`config.mk`:
```
export PLATFORM = sky130hd
export DESIGN_NAME = seq_divider_mxn_flat
export DESIGN_NICKNAME = d
export VERILOG_FILES = /design/src/rtl/seq_divider_mxn_if.sv /design/src/rtl/seq_divider_mxn.sv /design/src/flat_wrapper.sv
export SDC_FILE = /design/constraint.sdc
export NUM_CORES = 1
export LEC_CHECK = 0
export CORE_MARGIN = 4
export CORE_UTILIZATION = 49
export DETAILED_ROUTE_END_ITERATION = 8
export HOLD_SLACK_MARGIN = 0.15
export PLACE_DENSITY = 0.78
export SETUP_SLACK_MARGIN = 0.4
export SYNTH_ARGS = -nofsm -noshare
export SYNTH_HDL_FRONTEND = slang
export SYNTH_SLANG_ARGS = --single-unit
```
`constraint.sdc`:
```
create_clock -name clk -period 1.6 [get_ports clk]
set_input_delay 0.48 -clock clk [delete_from_list [all_inputs] [get_ports clk]]
set_output_delay 0.48 -clock clk [all_outputs]
set_load 0.02 [all_outputs]
```
`src/rtl/seq_divider_mxn_if.sv`:
```
// Operand/result bundle for the sequential MxN divider.
// The master side issues start with its operands; the slave side returns the result and status.
interface seq_divider_mxn_if #(
  parameter int M = 8,
  parameter int N = 4
);
  logic         start;
  logic         P;
  logic [M-1:0] a;
  logic [N-1:0] b;
  logic [M-1:0] q;
  logic [N-1:0] r;
  logic         busy;
  logic         done;
  logic         div_by_zero;

  modport master (
    output start, P, a, b,
    input  q, r, busy, done, div_by_zero
  );

  modport slave (
    input  start, P, a, b,
    output q, r, busy, done, div_by_zero
  );
endinterface

```
`src/rtl/seq_divider_mxn.sv`:
```
// Iterative restoring divider: one quotient bit per clock, unsigned or two's-complement
// operands, truncating division with a start/done handshake.
module seq_divider_mxn #(
  parameter int M = 8,
  parameter int N = 4
) (
  input  logic               clk,
  input  logic               rst,
  seq_divider_mxn_if.slave   bus
);
  localparam int CW = (M > 1) ? $clog2(M) : 1;

  typedef enum logic [1:0] {IDLE, CALC, FIX, DONE} state_t;

  state_t        state_reg, state_next;
  logic [CW-1:0] cnt_reg;
  logic [M-1:0]  dvd_reg;      // |a| shifts out of the top while quotient bits shift in below
  logic [N-1:0]  abs_b_reg;
  logic [N:0]    rem_reg;
  logic          sign_a_reg, sign_b_reg;
  logic [M-1:0]  q_reg;
  logic [N-1:0]  r_reg;
  logic          dz_reg;

  logic          b_zero;
  logic [M-1:0]  abs_a;
  logic [N-1:0]  abs_b;
  logic [N:0]    shifted, diff;
  logic          fits;
  logic          busy, done;

  always_comb begin
    b_zero  = (bus.b == '0);
    abs_a   = (bus.P & bus.a[M-1]) ? -bus.a : bus.a;
    abs_b   = (bus.P & bus.b[N-1]) ? -bus.b : bus.b;
    shifted = {rem_reg[N-1:0], dvd_reg[M-1]};
    fits    = (shifted >= {1'b0, abs_b_reg});
    diff    = shifted - {1'b0, abs_b_reg};
  end

  always_ff @(posedge clk or posedge rst) begin
    if (rst) state_reg <= IDLE;
    else     state_reg <= state_next;
  end

  always_comb begin
    state_next = state_reg;
    case (state_reg)
      IDLE:    if (bus.start) state_next = b_zero ? DONE : CALC;
      CALC:    if (cnt_reg == CW'(M - 1)) state_next = FIX;
      FIX:     state_next = DONE;
      DONE:    state_next = IDLE;
      default: state_next = IDLE;
    endcase
  end

  always_comb begin
    busy = 1'b0;
    done = 1'b0;
    case (state_reg)
      CALC, FIX: busy = 1'b1;
      DONE: begin
        busy = 1'b1;
        done = 1'b1;
      end
      default: ;
    endcase
  end

  always_ff @(posedge clk or posedge rst) begin
    if (rst) begin
      cnt_reg    <= '0;
      dvd_reg    <= '0;
      abs_b_reg  <= '0;
      rem_reg    <= '0;
      sign_a_reg <= 1'b0;
      sign_b_reg <= 1'b0;
      q_reg      <= '0;
      r_reg      <= '0;
      dz_reg     <= 1'b0;
    end else begin
      case (state_reg)
        IDLE: if (bus.start) begin
          sign_a_reg <= bus.P & bus.a[M-1];
          sign_b_reg <= bus.P & bus.b[N-1];
          dvd_reg    <= abs_a;
          abs_b_reg  <= abs_b;
          rem_reg    <= '0;
          cnt_reg    <= '0;
          dz_reg     <= b_zero;
          // Divide-by-zero skips straight to DONE, so its result must be loaded on entry.
          if (b_zero) begin
            q_reg <= '1;
            r_reg <= bus.a[N-1:0];
          end
        end
        CALC: begin
          rem_reg <= fits ? diff : shifted;
          dvd_reg <= {dvd_reg[M-2:0], fits};
          cnt_reg <= cnt_reg + 1'b1;
        end
        FIX: begin
          q_reg <= (sign_a_reg ^ sign_b_reg) ? -dvd_reg : dvd_reg;
          r_reg <= sign_a_reg ? -rem_reg[N-1:0] : rem_reg[N-1:0];
        end
        default: ;
      endcase
    end
  end

  assign bus.q           = q_reg;
  assign bus.r           = r_reg;
  assign bus.busy        = busy;
  assign bus.done        = done;
  assign bus.div_by_zero = dz_reg;
endmodule

```
`src/flat_wrapper.sv`:
```
// flat-port wrapper written by rule: the top's interface ports become plain ports
module seq_divider_mxn_flat 
#(
  parameter int M = 8,
  parameter int N = 4
)
  (clk, rst, bus_start, bus_P, bus_a, bus_b, bus_q, bus_r, bus_busy, bus_done, bus_div_by_zero);
  seq_divider_mxn_if #(.M(M), .N(N)) bus_i ();
  input  logic clk;
  input  logic rst;
  input wire logic [$bits(bus_i.start)-1:0] bus_start;
  input wire logic [$bits(bus_i.P)-1:0] bus_P;
  input wire logic [$bits(bus_i.a)-1:0] bus_a;
  input wire logic [$bits(bus_i.b)-1:0] bus_b;
  output wire logic [$bits(bus_i.q)-1:0] bus_q;
  output wire logic [$bits(bus_i.r)-1:0] bus_r;
  output wire logic [$bits(bus_i.busy)-1:0] bus_busy;
  output wire logic [$bits(bus_i.done)-1:0] bus_done;
  output wire logic [$bits(bus_i.div_by_zero)-1:0] bus_div_by_zero;
  assign bus_i.start = bus_start;
  assign bus_i.P = bus_P;
  assign bus_i.a = bus_a;
  assign bus_i.b = bus_b;
  assign bus_q = bus_i.q;
  assign bus_r = bus_i.r;
  assign bus_busy = bus_i.busy;
  assign bus_done = bus_i.done;
  assign bus_div_by_zero = bus_i.div_by_zero;
  seq_divider_mxn #(.M(M), .N(N)) u_core (.clk(clk), .rst(rst), .bus(bus_i));
endmodule
```
## After elaboration in Yosys (flattened, before gate mapping)

Cells that the tools add are included.

- Register bits: 36
- Bits in latches: 0
- RAM bits: 0
- Memory bits (read-only): 0
- Input bits: 16
- Output and inout port bits: 15
- Logic and storage cells: 59
- Memories kept: 0

- $add $sub $neg: 6
- $mul: 0
- Divide/modulo/power cells: 0
- Magnitude comparators: 1
- Equal/unequal tests: 7
- Shift operators: 0
- Mux-type cells: 23
- Bitwise operators: 3
- Reductions and logical operators: 9

Operator list:

| operator | number |
|---|---|
| two-way mux 8 bit | 5 |
| one-hot mux 8 bit (2 select lines) | 2 |
| two-way mux 4 bit | 6 |
| negation 8 bit | 2 |
| one-hot mux 4 bit (2 select lines) | 2 |
| negation 4 bit | 2 |
| one-hot mux 2 bit (4 select lines) | 1 |
| two-way mux 2 bit | 3 |
| one-hot mux 3 bit (2 select lines) | 1 |
| AND reduction 2 bit | 3 |
| >= comparator 5 x 4 -> 1 bit | 1 |
| equality test 2 bit (second input constant) | 2 |
| zero test 4 bit | 1 |
| != test 2 x 1 -> 1 bit (second input constant) | 2 |
| nonzero test 2 bit | 2 |
| subtractor 4 bit | 1 |
| adder 3 x 1 -> 3 bit (second input constant) | 1 |
| equality test 3 bit (second input constant) | 1 |
| two-way mux 3 bit | 1 |
| AND reduction 3 bit | 1 |
| OR reduction 3 bit | 1 |
| AND 1 bit | 2 |
| equality test 2 x 1 -> 1 bit (second input constant) | 1 |
| zero test 2 bit | 1 |
| 3 further kinds | 4 |

## Longest topological paths before layout

- Depth after elaboration: 4
- Depth in mapped cells: 8
- Depth with buffers taken out: 6

## Worst setup path after synthesis

OpenSTA, ideal clock, no wires.

- Path kind: input to register
- Start point: input port bus_b[0]
- End point: register u_core.r_reg[1] (netlist: u_core.bus.r[1])
- Library setup time: 127 ps
- Data arrival time: 1662 ps
- Data required time: 1473 ps
- Slack: -189 ps
- Stages: 6
- Path buffers: 1
- Path through: inv_1 > ha_1 > or3b_4 > o22ai_2 > buf_6 > mux2_1

- Longest elaborated chain between the ends: 3

RTL lines:

| item | RTL line | text |
|---|---|---|
| from (decl) | flat_wrapper.sv:14 | `input wire logic [$bits(bus_i.b)-1:0] bus_b;` |
| zero test 4 bit | seq_divider_mxn.sv:33 | `b_zero = (bus.b == '0);` |
| != test 2 x 1 -> 1 bit (no line) | n/a |  |
| AND reduction 3 bit (no line) | n/a |  |
| to (signal assigned) | seq_divider_mxn.sv:94 | `r_reg <= bus.a[N-1:0];` |
| to (signal assigned) | seq_divider_mxn.sv:104 | `r_reg <= sign_a_reg ? -rem_reg[N-1:0] : rem_reg[N-1:0];` |
| to (decl) | seq_divider_mxn.sv:22 | `logic [N-1:0] r_reg;` |

Every way passes these cells.
A chain may end at the register's enable or synchronous reset.

## Worst setup path after layout

- Start point: register u_core.state_reg[0]
- End point: register u_core.q_reg[0] (netlist: u_core.bus.q[0])

- Longest elaborated chain between the ends: 3
- Elaborated cells between the ends (all ways): 7
- Classes of those cells: eq/ne (3); mux (1); reduce/logical (3)

RTL lines:

| item | RTL line | text |
|---|---|---|
| from (decl) | seq_divider_mxn.sv:15 | `state_t state_reg, state_next;` |
| from (signal assigned) | seq_divider_mxn.sv:43 | `else state_reg <= state_next;` |
| zero test 2 bit or equality test 2 bit (tied branches) | seq_divider_mxn.sv:82 | `case (state_reg)` |
| != test 2 x 1 -> 1 bit (no line) (tied with other cells) | n/a |  |
| AND reduction 3 bit (no line) | n/a |  |
| to (signal assigned) | seq_divider_mxn.sv:103 | `q_reg <= (sign_a_reg ^ sign_b_reg) ? -dvd_reg : dvd_reg;` |
| to (decl) | seq_divider_mxn.sv:21 | `logic [M-1:0] q_reg;` |

Parallel ways exist; a longest one is shown, timed or not.

==> flow_metrics.env <==
export IMPL_layout_nets=388
export IMPL_rr_worst_depth=10
export IMPL_final_max_slew_viol_count=0
export IMPL_maxSlewHeadroom_pct=65.03
export IMPL_main_combinational_cell_family_by_area_after_synthesis="compound AO/OA/AOI/OAI gates"
export IMPL_detail_route_vias_per_cell=6.180
export IMPL_crit_path_max_fanout=6
export IMPL_postSynthCellCount=239
export IMPL_p_per_area_nw_per_um2=2238
export IMPL_post_route_cells_drive_above_1_share_pct=53.91
export IMPL_synth_top_flop_cell="dfrtp_1"
export IMPL_maxCapViolations=0
export IMPL_iteration_0_drc_markers=350
export IMPL_fill_cells=179
export IMPL_detail_route_antenna_nets=0
export IMPL_syn_cell_area_um2=2210
export IMPL_fin_worst_skew_ns=0.008012
export IMPL_most_common_cell_in_the_netlist="dfrtp_1"
export IMPL_flow_area_growth_from_synthesis_pct=73.95
export IMPL_clock_root_buffer="clkbuf_8"
export IMPL_antenna_cells_inserted=0
export IMPL_grt_remaining_overflow=0
export IMPL_ys_seq_area_share_pct=40.77
export IMPL_max_rail_drop_vdd_mv=1.274
export IMPL_worst_hold_path_endpoint="u_core.abs_b_reg[0]"
export IMPL_global_route_usage_total_pct=26.55
export IMPL_placedCellCount=360
export IMPL_netlist_top_cell_by_area="dfrtp_1"
export IMPL_timing_final_setup_violations=23
export IMPL_xor_xnor_cell_area_share_of_the_yosys_netlist_pct=6.682
export IMPL_r2r_slack_ns=-0.37
export IMPL_finalWirelength_mm=9.075
export IMPL_finalWorstSetupSlack_ns=-0.3722
export IMPL_detail_route_wl_per_cell_um=22.13
export IMPL_yosys_mux_area_fraction_pct=5.436
export IMPL_grt_pass1_vias=2435
export IMPL_hold_slack_ns=0.4573
export IMPL_clock_tree_buffer_depth=2
export IMPL_timing_rr_start="u_core.state_reg[0]"
export IMPL_synth_yosys_warnings=0
export IMPL_antenna_found_initial=1
export IMPL_worstReg2RegEnd="u_core.bus.q[0]"
export IMPL_first_pass_grt_wire_length_mm=11.30
export IMPL_timing_fmax_mhz=507.1
export IMPL_grt_max_degree=16
export IMPL_synth_compound_gate_area_share_pct=17.78
export IMPL_design_core_area_um2=4354
export IMPL_violations="negative setup slack"
export IMPL_final_worst_path_period_need_ns=1.972
export IMPL_floorplan_initialDensity_pct=50.75
export IMPL_min_period_over_period_pct=123.3
export IMPL_synthArstFlopShare_pct=100.0
export IMPL_placement_io_buffers=30
export IMPL_die_area_um2=5648
export IMPL_hold_fails_final_rpt=0
export IMPL_worst_hold_path_type="primary input to flip-flop"
export IMPL_cts_buffers_inserted=5
export IMPL_synth_top_area_share_pct=40.77
export IMPL_total_number_of_vias=2534
export IMPL_tritoncts_clock_tree="yes"
export IMPL_ios=31
export IMPL_place_hpwl_mm=4.396
export IMPL_drc=0
export IMPL_hold_path_startpoint="bus_b[0]"
export IMPL_placementRows=24
export IMPL_holdPathStages=3
export IMPL_clk_pin_slew_ns=0.08
export IMPL_first_pass_iters=5
export IMPL_final_setup_tns_ns=-1.254
export IMPL_clock_tree_htree_level_count=2
export IMPL_post_synth_and_or_nand_nor_area_fraction_pct=14.61
export IMPL_post_synth_cell_area_avg_um2=9.245
export IMPL_power_leakage_nw=1.700
export IMPL_startpoint_types="flip-flop"
export IMPL_syn_nets=270
export IMPL_end_kind="flip-flop"
export IMPL_critPathKind="flip-flop to flip-flop"
export IMPL_die_height_um=75.15
export IMPL_synth_top_cells_by_area="dfrtp_1, ha_1, xnor2_1"
export IMPL_ys_types=45
export IMPL_run_status="finished, violations left"
export IMPL_number_of_register_bits_inferred_by_synthesis=36
export IMPL_synth_top_cells_by_count="dfrtp_1, nand2_1, nor2_1, inv_1"
export IMPL_post_cts_hold_buffer_count=0
export IMPL_post_layout_nonfiller_instances=410
export IMPL_tritoncts_num_sinks=36
export IMPL_yosys_area_share_adder_pct=8.834
export IMPL_synth_enable_flop_cells=0
export IMPL_unrepaired_setup_endpoints_after_global_routing="yes"
export IMPL_horizontal_die_dimension_um=75.15
export IMPL_timing_worst_slew_pin_value_ns=0.5221
export IMPL_clkLatencyLatePin_ns=0.29
export IMPL_cp_required_ns=1.73
export IMPL_final_weighted_congestion_in_routability_driven_placement=0.8760
export IMPL_worstPathArrival_ns=2.11
## through the flow
step / instance area, um2 / setup slack (ns) / util [%] / power [mW]
floorplan: 2407 / -0.1305 / - / 4.345
global placement: 3059 / -0.7856 / 70.26 / 5.478
detailed placement: 3059 / -0.8891 / 70.26 / 5.646
CTS: 3541 / -0.03859 / 81.32 / 7.255
global route: 3844 / -0.4619 / 88.28 / 8.972
finish: 3844 / -0.3722 / 88.28 / 8.602
## timing repair
action,in CTS,in global routing
gates resized for setup,163,45
buffers inserted,23,16
pin swaps,18,15
cloned,3,0
endpoints found under the setup margin,51,51
## cell type report
class / instances / area (um2) / share of cell area (%)
multi-input combinational: 175 / 1516 / 39.45
timing repair buffer: 119 / 1157 / 30.11
sequential: 36 / 903.4 / 23.50
inverter: 20 / 108.9 / 2.832
clock buffer: 6 / 82.58 / 2.148
tap: 52 / 65.06 / 1.693
clock inverter: 2 / 10.01 / 0.2604
## metal layers
| metal | global-route usage [%] | vias to the layer above | part of all wire, % |
|---|---|---|---|
| li1 | - | 1076 | - |
| met1 | 31.80 | 1242 | 37 |
| met5 | 0 | - | 0.18 |
| met2 | 46.81 | 159 | 50 |
| met4 | 10.10 | 2 | 5.6 |
| met3 | 5.340 | 55 | 7.3 |
## cells by family after synthesis
logic type	Yosys count
AO/OA/AOI/OAI	62
buffers and inverters	28
flip-flops	36
AND/OR/NAND/NOR	71
adder cells (fa/ha/maj)	15
multiplexers	11
XOR/XNOR	16
## how the worst max path moves through the flow
| stage | start | endpoint | slack (ns) | depth (start not counted) |
|---|---|---|---|---|
| 2_1_floorplan | bus_b[1] | u_core.bus.r[1] | -0.13 | 6 |
| 3_3_place_gp | bus_b[1] | u_core.bus.q[1] | -0.79 | 8 |
| 3_5_place_dp | bus_b[1] | u_core.bus.q[0] | -0.89 | 8 |
| 4_1_cts | u_core.state_reg[1] | u_core.dvd_reg[1] | -0.04 | 6 |
| 5_1_grt | u_core.state_reg[0] | u_core.bus.q[0] | -0.46 | 10 |
| 6_report | u_core.state_reg[0] | u_core.bus.q[0] | -0.37 | 10 |
## placed cells by master, fill, tap and decap left out, drive strengths merged, types with 2 or more instances in the layout
cell	instances
o31ai	4
mux2i	6
buf	106
o22ai	2
clkinv	3
a22o	2
a31oi	10
dlygate4sd2	5
o211ai	3
xor2	2
clkdlybuf4s50	7
ha	14
o21ai	17
nor2b	2
xnor2	14
mux2	5
a21oi	17
nor3	7
inv	18
dfrtp	36
nor2	25
nand2	25
nand2b	4
clkbuf	6
## critical path, cell delays in order (launching register included)
cell	delay, ns
dfrtp_1	0.41
inv_2	0.09
ha_4	0.15
buf_8	0.11
buf_12	0.11
nand2_8	0.06
o22ai_4	0.13
buf_12	0.16
buf_8	0.13
nor2_2	0.05
a31oi_1	0.41
## where the power goes
part / switching (mW) / internal (mW)
clock network: 0.361 / 0.345
logic: 2.97 / 3.17
registers: 0.452 / 1.31
Power figures use the tool's default switching activity.
